==> src/rtl/spi_pkg.sv <==
// Shared types and constants for the SPI slave interface.
package spi_pkg;

    localparam int DEFAULT_ADDR_SIZE = 8;

    localparam logic [1:0] CMD_WR_ADDR = 2'b00;
    localparam logic [1:0] CMD_WR_DATA = 2'b01;
    localparam logic [1:0] CMD_RD_ADDR = 2'b10;
    localparam logic [1:0] CMD_RD_DATA = 2'b11;

    typedef enum logic [2:0] {
        IDLE,
        CHK_CMD,
        WRITE,
        READ_ADD,
        READ_DATA
    } state_t;

    // True when a received command field belongs to the frame type being shifted.
    function automatic logic cmd_matches(input state_t state, input logic [1:0] cmd);
        logic match;
        match = 1'b0;
        case (state)
            WRITE:     match = (cmd == CMD_WR_ADDR) || (cmd == CMD_WR_DATA);
            READ_ADD:  match = (cmd == CMD_RD_ADDR);
            READ_DATA: match = (cmd == CMD_RD_DATA);
            default:   match = 1'b0;
        endcase
        return match;
    endfunction

endpackage

==> src/rtl/spi_tx_serializer.sv <==
// Parallel-load, MSB-first shifter that drives miso with RAM read data.
module spi_tx_serializer
    import spi_pkg::*;
#(
    parameter int ADDR_SIZE = DEFAULT_ADDR_SIZE
) (
    input  logic                 clk,
    input  logic                 rst_n,
    input  logic                 ss_n,
    input  logic                 load,
    input  logic [ADDR_SIZE-1:0] data,
    output logic                 miso
);

    localparam int CNT_W = $clog2(ADDR_SIZE + 1);
    localparam logic [CNT_W-1:0] REMAIN_INIT = CNT_W'(ADDR_SIZE - 1);

    logic [ADDR_SIZE-1:0] shift_reg;
    logic [CNT_W-1:0]     remaining;

    // The MSB goes out on the load edge itself, so miso is valid the cycle after load.
    always_ff @(posedge clk) begin
        if (!rst_n || ss_n) begin
            shift_reg <= '0;
            remaining <= '0;
            miso      <= 1'b0;
        end else if (load) begin
            miso      <= data[ADDR_SIZE-1];
            shift_reg <= {data[ADDR_SIZE-2:0], 1'b0};
            remaining <= REMAIN_INIT;
        end else if (remaining != '0) begin
            miso      <= shift_reg[ADDR_SIZE-1];
            shift_reg <= {shift_reg[ADDR_SIZE-2:0], 1'b0};
            remaining <= remaining - 1'b1;
        end else begin
            miso <= 1'b0;
        end
    end

endmodule

==> src/rtl/spi_slave_if.sv <==
// SPI slave front end for a RAM: decodes command frames and serializes read data.
// Optional macro SPI_CMD_CHECK_EN drops frames whose command bits do not match the frame type.
module spi_slave_if
    import spi_pkg::*;
#(
    parameter int ADDR_SIZE  = DEFAULT_ADDR_SIZE,
    parameter int FRAME_BITS = ADDR_SIZE + 2
) (
    input  logic                  clk,
    input  logic                  rst_n,
    input  logic                  ss_n,
    input  logic                  mosi,
    output logic                  miso,
    output logic [FRAME_BITS-1:0] rx_data,
    output logic                  rx_valid,
    input  logic [ADDR_SIZE-1:0]  tx_data,
    input  logic                  tx_valid
);

`ifdef SPI_CMD_CHECK_EN
    localparam bit CMD_CHECK = 1'b1;
`else
    localparam bit CMD_CHECK = 1'b0;
`endif

    localparam int CNT_W = $clog2(FRAME_BITS + 1);
    localparam int TX_W  = $clog2(ADDR_SIZE + 1);
    localparam logic [CNT_W-1:0] BIT_LAST = CNT_W'(FRAME_BITS - 1);
    localparam logic [CNT_W-1:0] BIT_FULL = CNT_W'(FRAME_BITS);
    localparam logic [TX_W-1:0]  TX_FULL  = TX_W'(ADDR_SIZE);
    localparam logic [TX_W-1:0]  TX_LAST  = TX_W'(1);

    state_t                state;
    logic [CNT_W-1:0]      bit_cnt;
    logic [TX_W-1:0]       tx_cnt;
    logic [FRAME_BITS-2:0] shift_reg;
    logic [FRAME_BITS-1:0] next_word;
    logic                  cmd_ok;
    logic                  rd_addr_seen;
    logic                  armed;
    logic                  load;

    // The last frame bit is taken straight from mosi, so the word is ready on its sample edge.
    always_comb begin
        next_word = {shift_reg, mosi};
        cmd_ok    = !CMD_CHECK || cmd_matches(state, next_word[FRAME_BITS-1 -: 2]);
    end

    assign load = (state == READ_DATA) && armed && tx_valid && !ss_n;

    always_ff @(posedge clk) begin
        if (!rst_n) begin
            state        <= IDLE;
            bit_cnt      <= '0;
            tx_cnt       <= '0;
            shift_reg    <= '0;
            rx_data      <= '0;
            rx_valid     <= 1'b0;
            rd_addr_seen <= 1'b0;
            armed        <= 1'b0;
        end else begin
            rx_valid <= 1'b0;
            if (state != IDLE && ss_n) begin
                state   <= IDLE;
                bit_cnt <= '0;
                tx_cnt  <= '0;
                armed   <= 1'b0;
            end else begin
                case (state)
                    IDLE: begin
                        bit_cnt <= '0;
                        if (!ss_n) begin
                            state <= CHK_CMD;
                        end
                    end
                    CHK_CMD: begin
                        if (mosi) begin
                            state <= rd_addr_seen ? READ_DATA : READ_ADD;
                        end else begin
                            state <= WRITE;
                        end
                    end
                    WRITE, READ_ADD, READ_DATA: begin
                        // Counter parks at BIT_FULL so trailing mosi bits are ignored.
                        if (bit_cnt != BIT_FULL) begin
                            shift_reg <= next_word[FRAME_BITS-2:0];
                            bit_cnt   <= bit_cnt + 1'b1;
                            if (bit_cnt == BIT_LAST && cmd_ok) begin
                                rx_data  <= next_word;
                                rx_valid <= 1'b1;
                                if (state == READ_ADD) begin
                                    rd_addr_seen <= 1'b1;
                                end
                                if (state == READ_DATA) begin
                                    armed <= 1'b1;
                                end
                            end
                        end
                        if (load) begin
                            armed  <= 1'b0;
                            tx_cnt <= TX_FULL;
                        end else if (tx_cnt != '0) begin
                            tx_cnt <= tx_cnt - 1'b1;
                            if (tx_cnt == TX_LAST) begin
                                rd_addr_seen <= 1'b0;
                            end
                        end
                    end
                    default: state <= IDLE;
                endcase
            end
        end
    end

    spi_tx_serializer #(
        .ADDR_SIZE(ADDR_SIZE)
    ) u_tx_serializer (
        .clk   (clk),
        .rst_n (rst_n),
        .ss_n  (ss_n),
        .load  (load),
        .data  (tx_data),
        .miso  (miso)
    );

endmodule
==> config.mk <==
export PLATFORM = sky130hd
export DESIGN_NAME = spi_slave_if
export DESIGN_NICKNAME = d
export VERILOG_FILES = /design/src/rtl/spi_pkg.sv /design/src/rtl/spi_tx_serializer.sv /design/src/rtl/spi_slave_if.sv
export SDC_FILE = /design/constraint.sdc
export NUM_CORES = 1
export LEC_CHECK = 0
export BUFFER_PORTS_ARGS = -buffer_cell sky130_fd_sc_hd__buf_2
export CORE_MARGIN = 2
export CORE_UTILIZATION = 50
export CTS_CLUSTER_SIZE = 16
export DETAILED_ROUTE_END_ITERATION = 8
export GPL_TIMING_DRIVEN = 1
export PLACE_DENSITY = 0.67
export SYNTH_ARGS = -nofsm -noshare
export SYNTH_HDL_FRONTEND = slang
export SYNTH_HIERARCHICAL = 1
export SYNTH_SLANG_ARGS = --single-unit
export TNS_END_PERCENT = 30
==> constraint.sdc <==
create_clock -name clk -period 2.2 [get_ports clk]
set_input_delay 0.22 -clock clk [delete_from_list [all_inputs] [get_ports clk]]
set_output_delay 0.22 -clock clk [all_outputs]
set_load 0.01 [all_outputs]
======== Yosys cells after proc, flatten, opt, wreduce, memory -nomap -nowiden ========
Index checks and enable logic that the tools add are counted.
storage, ports and cells
  register bits ........................... 45
  input port bits ......................... 13
  output and inout port bits .............. 12
  word-level logic and storage cells ...... 81
operators by class
  add/sub/neg operators ................... 3
  equality and inequality tests ........... 9
  mux-type cells .......................... 25
  bitwise operators ....................... 4
  reduce and logical (&&, ||, !) cells .... 28
operators with widths
  operator                                          count
  two-way mux 8 bit                                 2
  two-way mux 3 bit                                 5
  two-way mux 1 bit                                 13
  two-way mux 4 bit                                 3
  nonzero test 2 bit                                6
  case mux 3 bit (3 select lines)                   1
  case mux 4 bit (2 select lines)                   1
  AND reduction 2 bit                               4
  AND reduction 4 bit                               2
  nonzero test 4 bit                                2
  subtractor 4 x 1 -> 4 bit, second input constant  2
  == test 3 x 2 -> 1 bit, second input constant     2
  adder 4 x 1 -> 4 bit, second input constant       1
  == test 4 x 1 -> 1 bit, second input constant     1
  == test 4 bit, second input constant              1
  logical AND 1 bit                                 4
  inequality test 2 bit, second input constant      2
  inequality test 4 bit, second input constant      1
  NOT 1 bit                                         4
  OR reduction 2 bit                                2
  OR reduction 4 bit                                1
  == test 3 x 1 -> 1 bit, second input constant     1
  == test 3 bit, second input constant              1
  logical NOT 3 bit                                 1
  5 further kinds                                   6

======== Logic depth before layout (Yosys ltp) ========
Gate-level depths: netlist of run 1.
  depth after elaboration ................. 7
  gate-level depth with buffers ........... 8

======== Modules after synthesis ========
The synthesis of run 1 kept the hierarchy.
by module, submodules not included
  module             times used  cells each  area an instance (µm²)
  spi_slave_if       1           158         1546.5
  spi_tx_serializer  1           64          559.3

======== Worst setup path after synthesis of run 1 ========
Ideal clock, no wire load.
  kind .................................... register to register
  start ................................... register bit_cnt[0]
  end ..................................... register rx_data[0]
  setup time .............................. 116 ps
  arrival ................................. 1602 ps
  required time ........................... 2084 ps
  path slack .............................. 482 ps
  stages on the path, launching flop included .. 8
  period minus slack after synthesis ...... 1718 ps
  cells stage by stage .................... dfxtp_1 inv_1 ha_1 nand4bb_1 a211oi_4 buf_6 mux2i_1 nor2b_1
on the way
  cells in the longest elaborated chain, start to end .. 2
RTL lines
  element                                                 line                                    text
  start, declared                                         spi_slave_if.sv:34                      logic [CNT_W-1:0] bit_cnt;
  start signal, assigned                                  spi_slave_if.sv:87                      bit_cnt <= bit_cnt + 1'b1;
  inequality test 4 bit or == test 4 bit (tied branches)  spi_slave_if.sv:85, spi_slave_if.sv:88
  AND reduction 4 bit (no line) (*)                       --
  end signal, assigned                                    spi_slave_if.sv:89                      rx_data <= next_word;
  end, declared                                           spi_slave_if.sv:14                      output logic [FRAME_BITS-1:0] rx_data,
Mark *: on every way between the ends. The rest lies on a longest branch, timed or not.
A chain may end at the register's enable or synchronous reset.

======== Worst setup path after layout of run 1 ========
  start ................................... register bit_cnt[0]
  end ..................................... register rx_data[7]
Same word-level chain as after synthesis.

==> impl_metrics.py, run 1 <==
metrics = {
    "yosys": {
        "syn-num-nets": 243,
        "synth_top_area_cell": "dfxtp_1",
        "synth_common_cells": "45 x dfxtp_1, 21 x mux2i_1, 20 x nor2b_1",
        "synth_edf_count": 0,
        "yosysMostFrequentCell": "dfxtp_1",
        "yosysUniqueCellTypes": 48,
        "synth_area_per_cell_um2": 9.485,
        "ys_async_sr_fraction_pct": 0,
        "synth_area_leaders": "dfxtp_1 43%, mux2i_1 10%, nor2b_1 5.9%, ha_1 4.8%, nor3_1 4.3%",
        "synth_ff_type": "dfxtp_1",
        "ys_warn_count": 6,
        "synth_simple_gate_area_share_pct": 26.86,
        "yosysSeqAreaShare_pct": 42.78,
        "synth_compound_area_share_pct": 8.853,
        "synth.area.mux_share_pct": 9.982,
        "synth-seq-cells": 45,
        "synth_top_area_share_pct": 42.78,
        "yosys.area_share.adder_pct": 4.753,
        "syn_area_um2": 2106,
        "synth_top_family_by_area": "simple AND/OR/NAND/NOR gates",
        "syn-instance-count": 222,
        "synthXorXnorAreaFrac_pct": 1.248,
    },
    "detailed_routing": {
        "drc_errors": 0,
        "drt_iter0_markers": 130,
        "wl_per_cell_um": 13.14,
        "viasPerCell": 5.258,
        "routed_wirelength_um": 3917,
        "dr_total_vias": 1567,
        "firstDrtPassIters": 4,
        "ant_nets": 0,
    },
    "flow_run": {
        "max-cap-violations": 0,
    },
    "grt": {
        "antenna_found_initial": 0,
        "grt_pass1_wl_um": 6479,
        "grt_start_max_net_pins": 25,
        "grt_overflow": 0,
        "track_usage_pct": 18.39,
        "grt_pass1_vias": 1449,
    },
    "pwr": {
        "p_sw_share_pct": 32.42,
        "total_power_mw": 2.300,
        "cell_internal_pwr_mw": 1.555,
        "vdd_drop_max_v": 0.0004866,
        "sequentialPowerShare_pct": 42.1,
        "switchingPower_mw": 0.7458,
        "p_leak_nw": 0.8897,
        "p_per_area_nw_per_um2": 973.8,
        "p_comb_share_pct": 31.0,
        "clockPowerShare_pct": 27.0,
    },
    "outcome": {
        "status": "completed",
    },
    "clocking": {
        "cts_setup_buffers": 0,
        "clock_latency_ns": 0.30,
        "holdBufCountCts": 0,
        "h-tree-depth": 2,
        "cts.sinks": 45,
        "cts_root_buf": "clkbuf_8",
        "cts_made_buffers": 5,
        "cts.clk_slew.worst_paths_ns": 0.08,
        "post_cts_resize_count": 0,
        "cts_tree": "yes",
        "cts_buffer_depth": 2,
    },
    "placed_design": {
        "dp_slack_ns": 0.3034,
        "gp_congestion": 0.7599,
        "dp_hpwl_um": 2734,
        "placement.io_buffers": 24,
    },
    "worst_setup_path": {
        "r2r_slack_ns": 0.29,
        "endpoint": "rx_data[7]",
        "worstPathRequired_ns": 2.39,
        "crit_path_top_delay_cell": "dfxtp_1",
        "worst-path-max-fanout": 11,
        "timing.rr.end": "rx_data[7]",
        "path_cells": "inv_1, ha_1, nand4bb_1, a211oi_4, buf_4, mux2i_1, nor2b_1",
        "timing.rr.start": "bit_cnt[0]",
        "r2r_cells": 7,
        "arrival_ns": 2.11,
        "cp-start-kind": "register",
        "slowest_delay_ns": 0.43,
        "critPathKind": "register to register",
        "worstSetupEndpointType": "register",
        "crit_start": "bit_cnt[0]",
    },
    "sta": {
        "setup_slack_ns": 0.2870,
        "finalClockSkew_ns": 0.004343,
        "relSlewSlack_pct": 67.74,
        "setup_violations": 0,
        "fmax_mhz": 522.8,
        "final.period_utilization_pct": 86.95,
        "fin_crit_ns": 1.913,
        "drv_slew": 0,
        "timing.setup.tns_ns": 0,
        "rsz0062_at_grt": "false",
        "hold_viol_final": 0,
        "worstMarginPinSlew_ns": 0.4839,
    },
    "layout": {
        "nets": 268,
        "layout-drive-gt1-share_pct": 17.34,
        "antenna_cells": 0,
        "area_growth_pct": 12.18,
        "largest_reg_flops": 10,
        "nFillCells": 366,
    },
    "floorplan": {
        "rows": 23,
        "coreArea_um2": 4029,
        "die_x_um": 68.90,
        "initial_core_util_pct": 52.27,
        "die-area_um2": 4747,
        "die_h_um": 68.90,
        "num_io_pins": 25,
    },
    "min_path": {
        "hp-class": "input port to register",
        "hp-start": "tx_data[7]",
        "holdPathStages": 3,
    },
}
## logic make-up (layout without fill, tap and decap cells)
| logic type | count (synthesis) | count (layout) |
|---|---|---|
| DFF | 45 | 45 |
| and+or+nand+nor | 96 | 96 |
| buffers and inverters | 22 | 48 |
| xor gates and xnor gates | 3 | 3 |
| adders and majority gates | 8 | 8 |
| muxes | 21 | 21 |
| AOI/OAI and AO/OA | 27 | 27 |
## worst min-delay path by stage
stage                              endpoint
6_report               u_tx_serializer/miso
4_1_cts                u_tx_serializer/miso
2_1_floorplan                  rd_addr_seen
3_3_place_gp           u_tx_serializer/miso
3_5_place_dp           u_tx_serializer/miso
5_1_grt        u_tx_serializer/shift_reg[1]
## power by group through the flow
stage | logic, mW | registers (mW) | clock network, mW
4_1_cts | 0.722 | 0.967 | 0.637
3_3_place_gp | 0.699 | 0.983 | 0
3_5_place_dp | 0.714 | 0.986 | 0
2_1_floorplan | 0.652 | 0.968 | 0
5_1_grt | 0.810 | 0.978 | 0.670
6_report | 0.712 | 0.968 | 0.620
## worst max-delay path, delay by kind of cell (launching register included)
kind                       cells  cell delay (ns)
AOI/OAI and AO/OA              1             0.25
DFF                            1             0.43
adders and majority gates      1             0.22
muxes                          1             0.21
and+or+nand+nor                2             0.38
buffers and inverters          2             0.33
## layout make-up
type	instances	area [um2]	area share, %
inverters	11	41.29	1.748
repair buffers	29	157.7	6.674
clock inverters	2	38.79	1.642
well taps	50	62.56	2.648
multi-input cells	155	1089	46.08
flip-flops and latches	45	900.9	38.14
clock buffers	6	72.57	3.072
## stage by stage
step | std cells | util, % | area (um2) | hold WS, ns
after detailed placement | 290 | 55.87 | 2251 | 0.4635
after global routing | 298 | 58.63 | 2362 | 0.1803
after global placement | 290 | 55.87 | 2251 | 0.4622
final | 298 | 58.63 | 2362 | 0.1628
after floorplan | 222 | - | 2106 | 0.3583
after CTS | 298 | 58.63 | 2362 | 0.1523
## metal layers
layer	track usage [%]	part of all wire [%]
met4	6.373	1.5
met3	6.331	3.7
met5	0	0
met1	23.54	52
met2	28.85	43
## layout by cell type (no fill, tap or decap), types with 4 or more instances in the layout
cell type / n
a21oi_1: 9
buf_2: 24
buf_4: 5
clkbuf_8: 5
dfxtp_1: 45
ha_1: 8
inv_1: 10
mux2i_1: 21
nand2_1: 10
nand2b_1: 4
nor2_1: 14
nor2b_1: 20
nor3_1: 18
nor4_1: 8
o21ai_0: 5
or3_1: 4
(Power assumes the default switching activity.)
==> inputs of run 2 (changes only) <==
- PLACE_DENSITY: 0.67 -> 0.7
- clock period: 2.2 -> 1.7 ns (I/O delays scaled with it)
==> impl_metrics.py, run 2 (same netlist as run 1, synthesis figures left out) <==
metrics = {
    "outcome": {
        "status": "completed",
    },
    "pwr": {
        "vdd_drop_max_v": 0.0008787,
        "sequentialPowerShare_pct": 44.1,
        "p_leak_nw": 0.8982,
        "switchingPower_mw": 0.9337,
        "p_sw_share_pct": 32.97,
        "clockPowerShare_pct": 23.5,
        "cell_internal_pwr_mw": 1.898,
        "p_comb_share_pct": 32.3,
        "p_per_area_nw_per_um2": 1164,
    },
    "clocking": {
        "cts_buffer_depth": 2,
        "clock_latency_ns": 0.30,
        "cts.clk_slew.worst_paths_ns": 0.08,
        "cts_made_buffers": 5,
        "cts.sinks": 45,
        "cts_root_buf": "clkbuf_8",
        "cts_setup_buffers": 0,
        "cts_tree": "yes",
        "holdBufCountCts": 0,
        "h-tree-depth": 2,
    },
    "floorplan": {
        "die_x_um": 68.90,
        "num_io_pins": 25,
        "coreArea_um2": 4029,
        "rows": 23,
        "die-area_um2": 4747,
        "die_h_um": 68.90,
        "initial_core_util_pct": 52.27,
    },
    "worst_setup_path": {
        "timing.rr.start": "state[0]",
        "arrival_ns": 1.78,
        "cp-start-kind": "register",
        "worstPathRequired_ns": 1.89,
        "crit_path_top_delay_cell": "or3b_4",
        "crit_start": "state[0]",
        "worstSetupEndpointType": "register",
        "path_cells": "or3b_4, a211oi_4, buf_12, mux2i_1, nor2b_1",
        "cp_top_family": "simple AND/OR/NAND/NOR gates",
        "slowest_delay_ns": 0.43,
        "worst-path-max-fanout": 11,
        "crit_buf_inv": 1,
        "critPathKind": "register to register",
    },
    "sta": {
        "fin_crit_ns": 1.588,
        "setup_violations": 0,
        "timing.setup.tns_ns": 0,
        "hold_viol_final": 0,
        "finalClockSkew_ns": 0.007131,
        "drv_slew": 0,
        "relSlewSlack_pct": 67.48,
        "rsz0062_at_grt": "false",
        "final.period_utilization_pct": 93.40,
        "fmax_mhz": 629.8,
        "worstMarginPinSlew_ns": 0.4879,
    },
    "layout": {
        "layout-drive-gt1-share_pct": 22.53,
        "final_cell_mix": "42 x dfxtp_1, 24 x buf_2, 20 x mux2i_1, 20 x nor2b_1, 18 x nor3_1",
        "area_growth_pct": 15.51,
        "stdcell_area_um2": 2432,
        "largest_reg_flops": 10,
        "nets": 274,
        "antenna_cells": 0,
        "final_common_cell": "dfxtp_1",
    },
    "detailed_routing": {
        "ant_nets": 0,
        "routed_wirelength_um": 3739,
        "dr_total_vias": 1581,
        "wl_per_cell_um": 12.34,
        "firstDrtPassIters": 4,
        "drt_iter0_markers": 72,
        "drc_errors": 0,
        "viasPerCell": 5.218,
    },
    "flow_run": {
        "max-cap-violations": 0,
    },
    "grt": {
        "track_usage_pct": 18.22,
        "grt_overflow": 0,
        "antenna_found_initial": 0,
        "grt_pass1_vias": 1444,
        "grt_pass1_wl_um": 6320,
        "grt_start_max_net_pins": 15,
    },
    "min_path": {
        "hp-start": "tx_data[7]",
        "hp-class": "input port to register",
    },
    "placed_design": {
        "post_dp_cell_area_um2": 2325,
        "placement.io_buffers": 24,
        "dp_hpwl_um": 2743,
        "gp_congestion": 0.8363,
    },
}
[run 2: area by class of cell]
cell class | count | area, um2
clock buffers | 6 | 82.58
clock inverters | 1 | 7.507
fillers | 356 | 1597
inverters | 11 | 45.04
multi-input cells | 155 | 1115
flip-flops and latches | 45 | 904.6
well taps | 50 | 62.56
repair buffers | 35 | 215.2
[run 2: worst reg2reg max path, cell delays in order, from the launching register on]
cell	delay [ns]
dfxtp_2	0.36
or3b_4	0.43
a211oi_4	0.25
buf_12	0.18
mux2i_1	0.20
nor2b_1	0.06
[run 2: repair_timing]
| item | CTS | global route |
|---|---|---|
| endpoints found under the setup margin | 0 | 27 |
| resized for setup | 0 | 8 |
| hold endpoints to repair | 0 | 0 |
[run 2: final timing paths]
kind / end / slack, ns / depth (start not counted)
max: rx_data[7] / 0.11 / 5
min: u_tx_serializer/miso / 0.11 / 3
min reg2reg: u_tx_serializer/shift_reg[1] / 0.48 / 2
max reg2reg: rx_data[7] / 0.11 / 5
[run 2: stage by stage]
| stage | util [%] | hold WS [ns] | power, mW | std cells | worst slack (ns) |
|---|---|---|---|---|---|
| finish | 60.37 | 0.1108 | 2.832 | 303 | 0.1122 |
| global route | 60.37 | 0.1373 | 3.042 | 303 | 0.02526 |
| CTS | 59.94 | 0.1030 | 2.868 | 303 | 0.01967 |
| detailed placement | 57.70 | 0.4269 | 2.199 | 296 | 0.03574 |
| global placement | 57.70 | 0.4194 | 2.191 | 296 | 0.09472 |
| floorplan | - | 0.3083 | 2.098 | 222 | 0.03114 |
[run 2: metal layers]
layer	up-vias	track usage (%)	share of wire (%)
met5	-	0	0
met4	0	8.824	1.7
met3	5	5.519	3.1
met2	21	26.44	42
met1	717	24.55	53
li1	838	-	-
[run 2: power by group through the flow]
stage	registers [mW]	clock network, mW	logic (mW)
global placement	1.27	0	0.923
detailed placement	1.27	0	0.927
CTS	1.25	0.691	0.929
finish	1.25	0.667	0.915
global route	1.26	0.738	1.04
floorplan	1.25	0	0.845
==> inputs of run 3 (changes only) <==
--- a/config.mk
+++ b/config.mk
@@ -12,5 +12,5 @@
 export DETAILED_ROUTE_END_ITERATION = 8
 export GPL_TIMING_DRIVEN = 1
-export PLACE_DENSITY = 0.7
+export PLACE_DENSITY = 0.67
 export SYNTH_ARGS = -nofsm -noshare
 export SYNTH_HDL_FRONTEND = slang
==> constraint.sdc (replaced) <==
create_clock -name clk -period 1.74 [get_ports clk]
set_input_delay 0.087 -clock clk [delete_from_list [all_inputs] [get_ports clk]]
set_output_delay 0.087 -clock clk [all_outputs]
set_load 0.02 [all_outputs]
==> impl_metrics.py, run 3 (same netlist as run 1, synthesis figures left out) <==
metrics = {
    "outcome": {
        "status": "completed",
    },
    "detailed_routing": {
        "drc_errors": 0,
        "wl_per_cell_um": 13.02,
        "dr_total_vias": 1620,
        "routed_wirelength_um": 3998,
        "firstDrtPassIters": 4,
        "drt_iter0_markers": 81,
        "viasPerCell": 5.277,
        "ant_nets": 0,
    },
    "sta": {
        "fmax_mhz": 594.8,
        "worstMarginPinSlew_ns": 0.4842,
        "final.period_utilization_pct": 96.62,
        "relSlewSlack_pct": 67.72,
        "finalClockSkew_ns": 0.007482,
        "setup_slack_ns": 0.05884,
        "rsz0062_at_grt": "true",
        "hold_viol_final": 0,
        "fin_crit_ns": 1.681,
        "whs_ns": 0.03897,
        "drv_slew": 0,
        "setup_violations": 0,
    },
    "clocking": {
        "cts.clk_slew.worst_paths_ns": 0.09,
        "cts.sinks": 45,
        "cts_made_buffers": 5,
        "cts_buffer_depth": 2,
        "cts_tree": "yes",
        "h-tree-depth": 2,
        "cts_root_buf": "clkbuf_8",
        "clock_latency_ns": 0.29,
    },
    "grt": {
        "grt_pass1_vias": 1481,
        "track_usage_pct": 18.69,
        "antenna_found_initial": 0,
        "grt_start_max_net_pins": 25,
        "grt_pass1_wl_um": 6596,
        "grt_overflow": 0,
    },
    "placed_design": {
        "gp_congestion": 0.8464,
        "placement.io_buffers": 24,
        "post_dp_cell_area_um2": 2321,
        "dp_hpwl_um": 2774,
        "dp_slack_ns": -0.004739,
    },
    "pwr": {
        "total_power_mw": 2.909,
        "p_per_area_nw_per_um2": 1155,
        "vdd_drop_max_v": 0.0006188,
        "p_leak_nw": 0.9297,
    },
    "layout": {
        "final_common_cell": "dfxtp_1",
        "area_growth_pct": 19.67,
        "nets": 277,
        "largest_reg_flops": 10,
        "antenna_cells": 0,
        "layout-drive-gt1-share_pct": 23.74,
        "stdcell_area_um2": 2520,
        "final_cell_mix": "43 x dfxtp_1, 24 x buf_2, 20 x mux2i_1, 20 x nor2b_1, 18 x nor3_1",
    },
    "floorplan": {
        "die_h_um": 68.90,
        "initial_core_util_pct": 52.27,
        "die_x_um": 68.90,
        "die-area_um2": 4747,
        "num_io_pins": 25,
        "coreArea_um2": 4029,
        "rows": 23,
    },
    "worst_setup_path": {
        "worstSetupEndpointType": "register",
        "cp-start-kind": "register",
        "slowest_delay_ns": 0.44,
        "crit_buf_inv": 1,
        "crit_path_top_delay_cell": "or3b_4",
        "worst-path-max-fanout": 11,
        "cp_top_family": "simple AND/OR/NAND/NOR gates",
        "arrival_ns": 1.87,
        "worstPathRequired_ns": 1.93,
        "critPathKind": "register to register",
        "path_cells": "or3b_4, a211oi_4, buf_12, mux2i_2, nor2b_1",
    },
    "flow_run": {
        "max-cap-violations": 0,
    },
    "min_path": {
        "hp-class": "input port to register",
    },
}
[run 3: tightest hold or removal path, delay by kind of cell]
kind	cells	cell delay [ns]
buffers and inverters	1	0.10
and+or+nand+nor	1	0.05
AOI/OAI and AO/OA	1	0.05
[run 3: worst paths after layout]
| kind | startpoint | endpoint | slack, ns | cells after the start |
|---|---|---|---|---|
| worst min register to register | u_tx_serializer/shift_reg[1] | u_tx_serializer/shift_reg[1] | 0.47 | 2 |
| worst max-delay path | state[1] | rx_data[6] | 0.06 | 5 |
| worst min-delay path | tx_data[0] | u_tx_serializer/shift_reg[1] | 0.04 | 3 |
| worst max register to register | state[1] | rx_data[6] | 0.06 | 5 |
[run 3: layout make-up]
class,count,area (um2)
Clock buffer,5,68.82
Clock inverter,3,43.79
Fill cell,351,1509
Inverter,11,48.80
Multi-Input combinational cell,155,1130
Sequential cell,45,903.4
Tap cell,50,62.56
Timing Repair Buffer,37,255.2
Timing Repair inverter,1,7.507
[run 3: what timing repair did]
item                                    CTS  global route
setup buffers                             0             2
endpoints found under the setup margin    2            30
hold buffers                              0             0
cloned                                    0             1
pin swaps                                 0             1
gates resized for setup                   1            12
[run 3: routing by layer]
metal / GRT usage (%) / wire length, um / up-vias
li1: - / - / 846
met5: 0 / 0 / -
met1: 24.32 / 1954 / 740
met2: 29.33 / 1850 / 32
met3: 5.519 / 166 / 2
met4: 6.863 / 27 / 0
[run 3: per-stage QoR]
step | TNS (ns) | utilization [%] | std cells
floorplan | 0 | - | 222
global placement | 0 | 57.61 | 296
detailed placement | -0.004739 | 57.61 | 296
CTS | 0 | 60.81 | 304
global route | -0.06093 | 62.55 | 307
finish | 0 | 62.55 | 307
[run 3: where the power goes]
part | internal [mW] | switching, mW
Combinational | 0.400 | 0.497
Clock | 0.431 | 0.356
Sequential | 1.14 | 0.0858
Total | 1.97 | 0.939
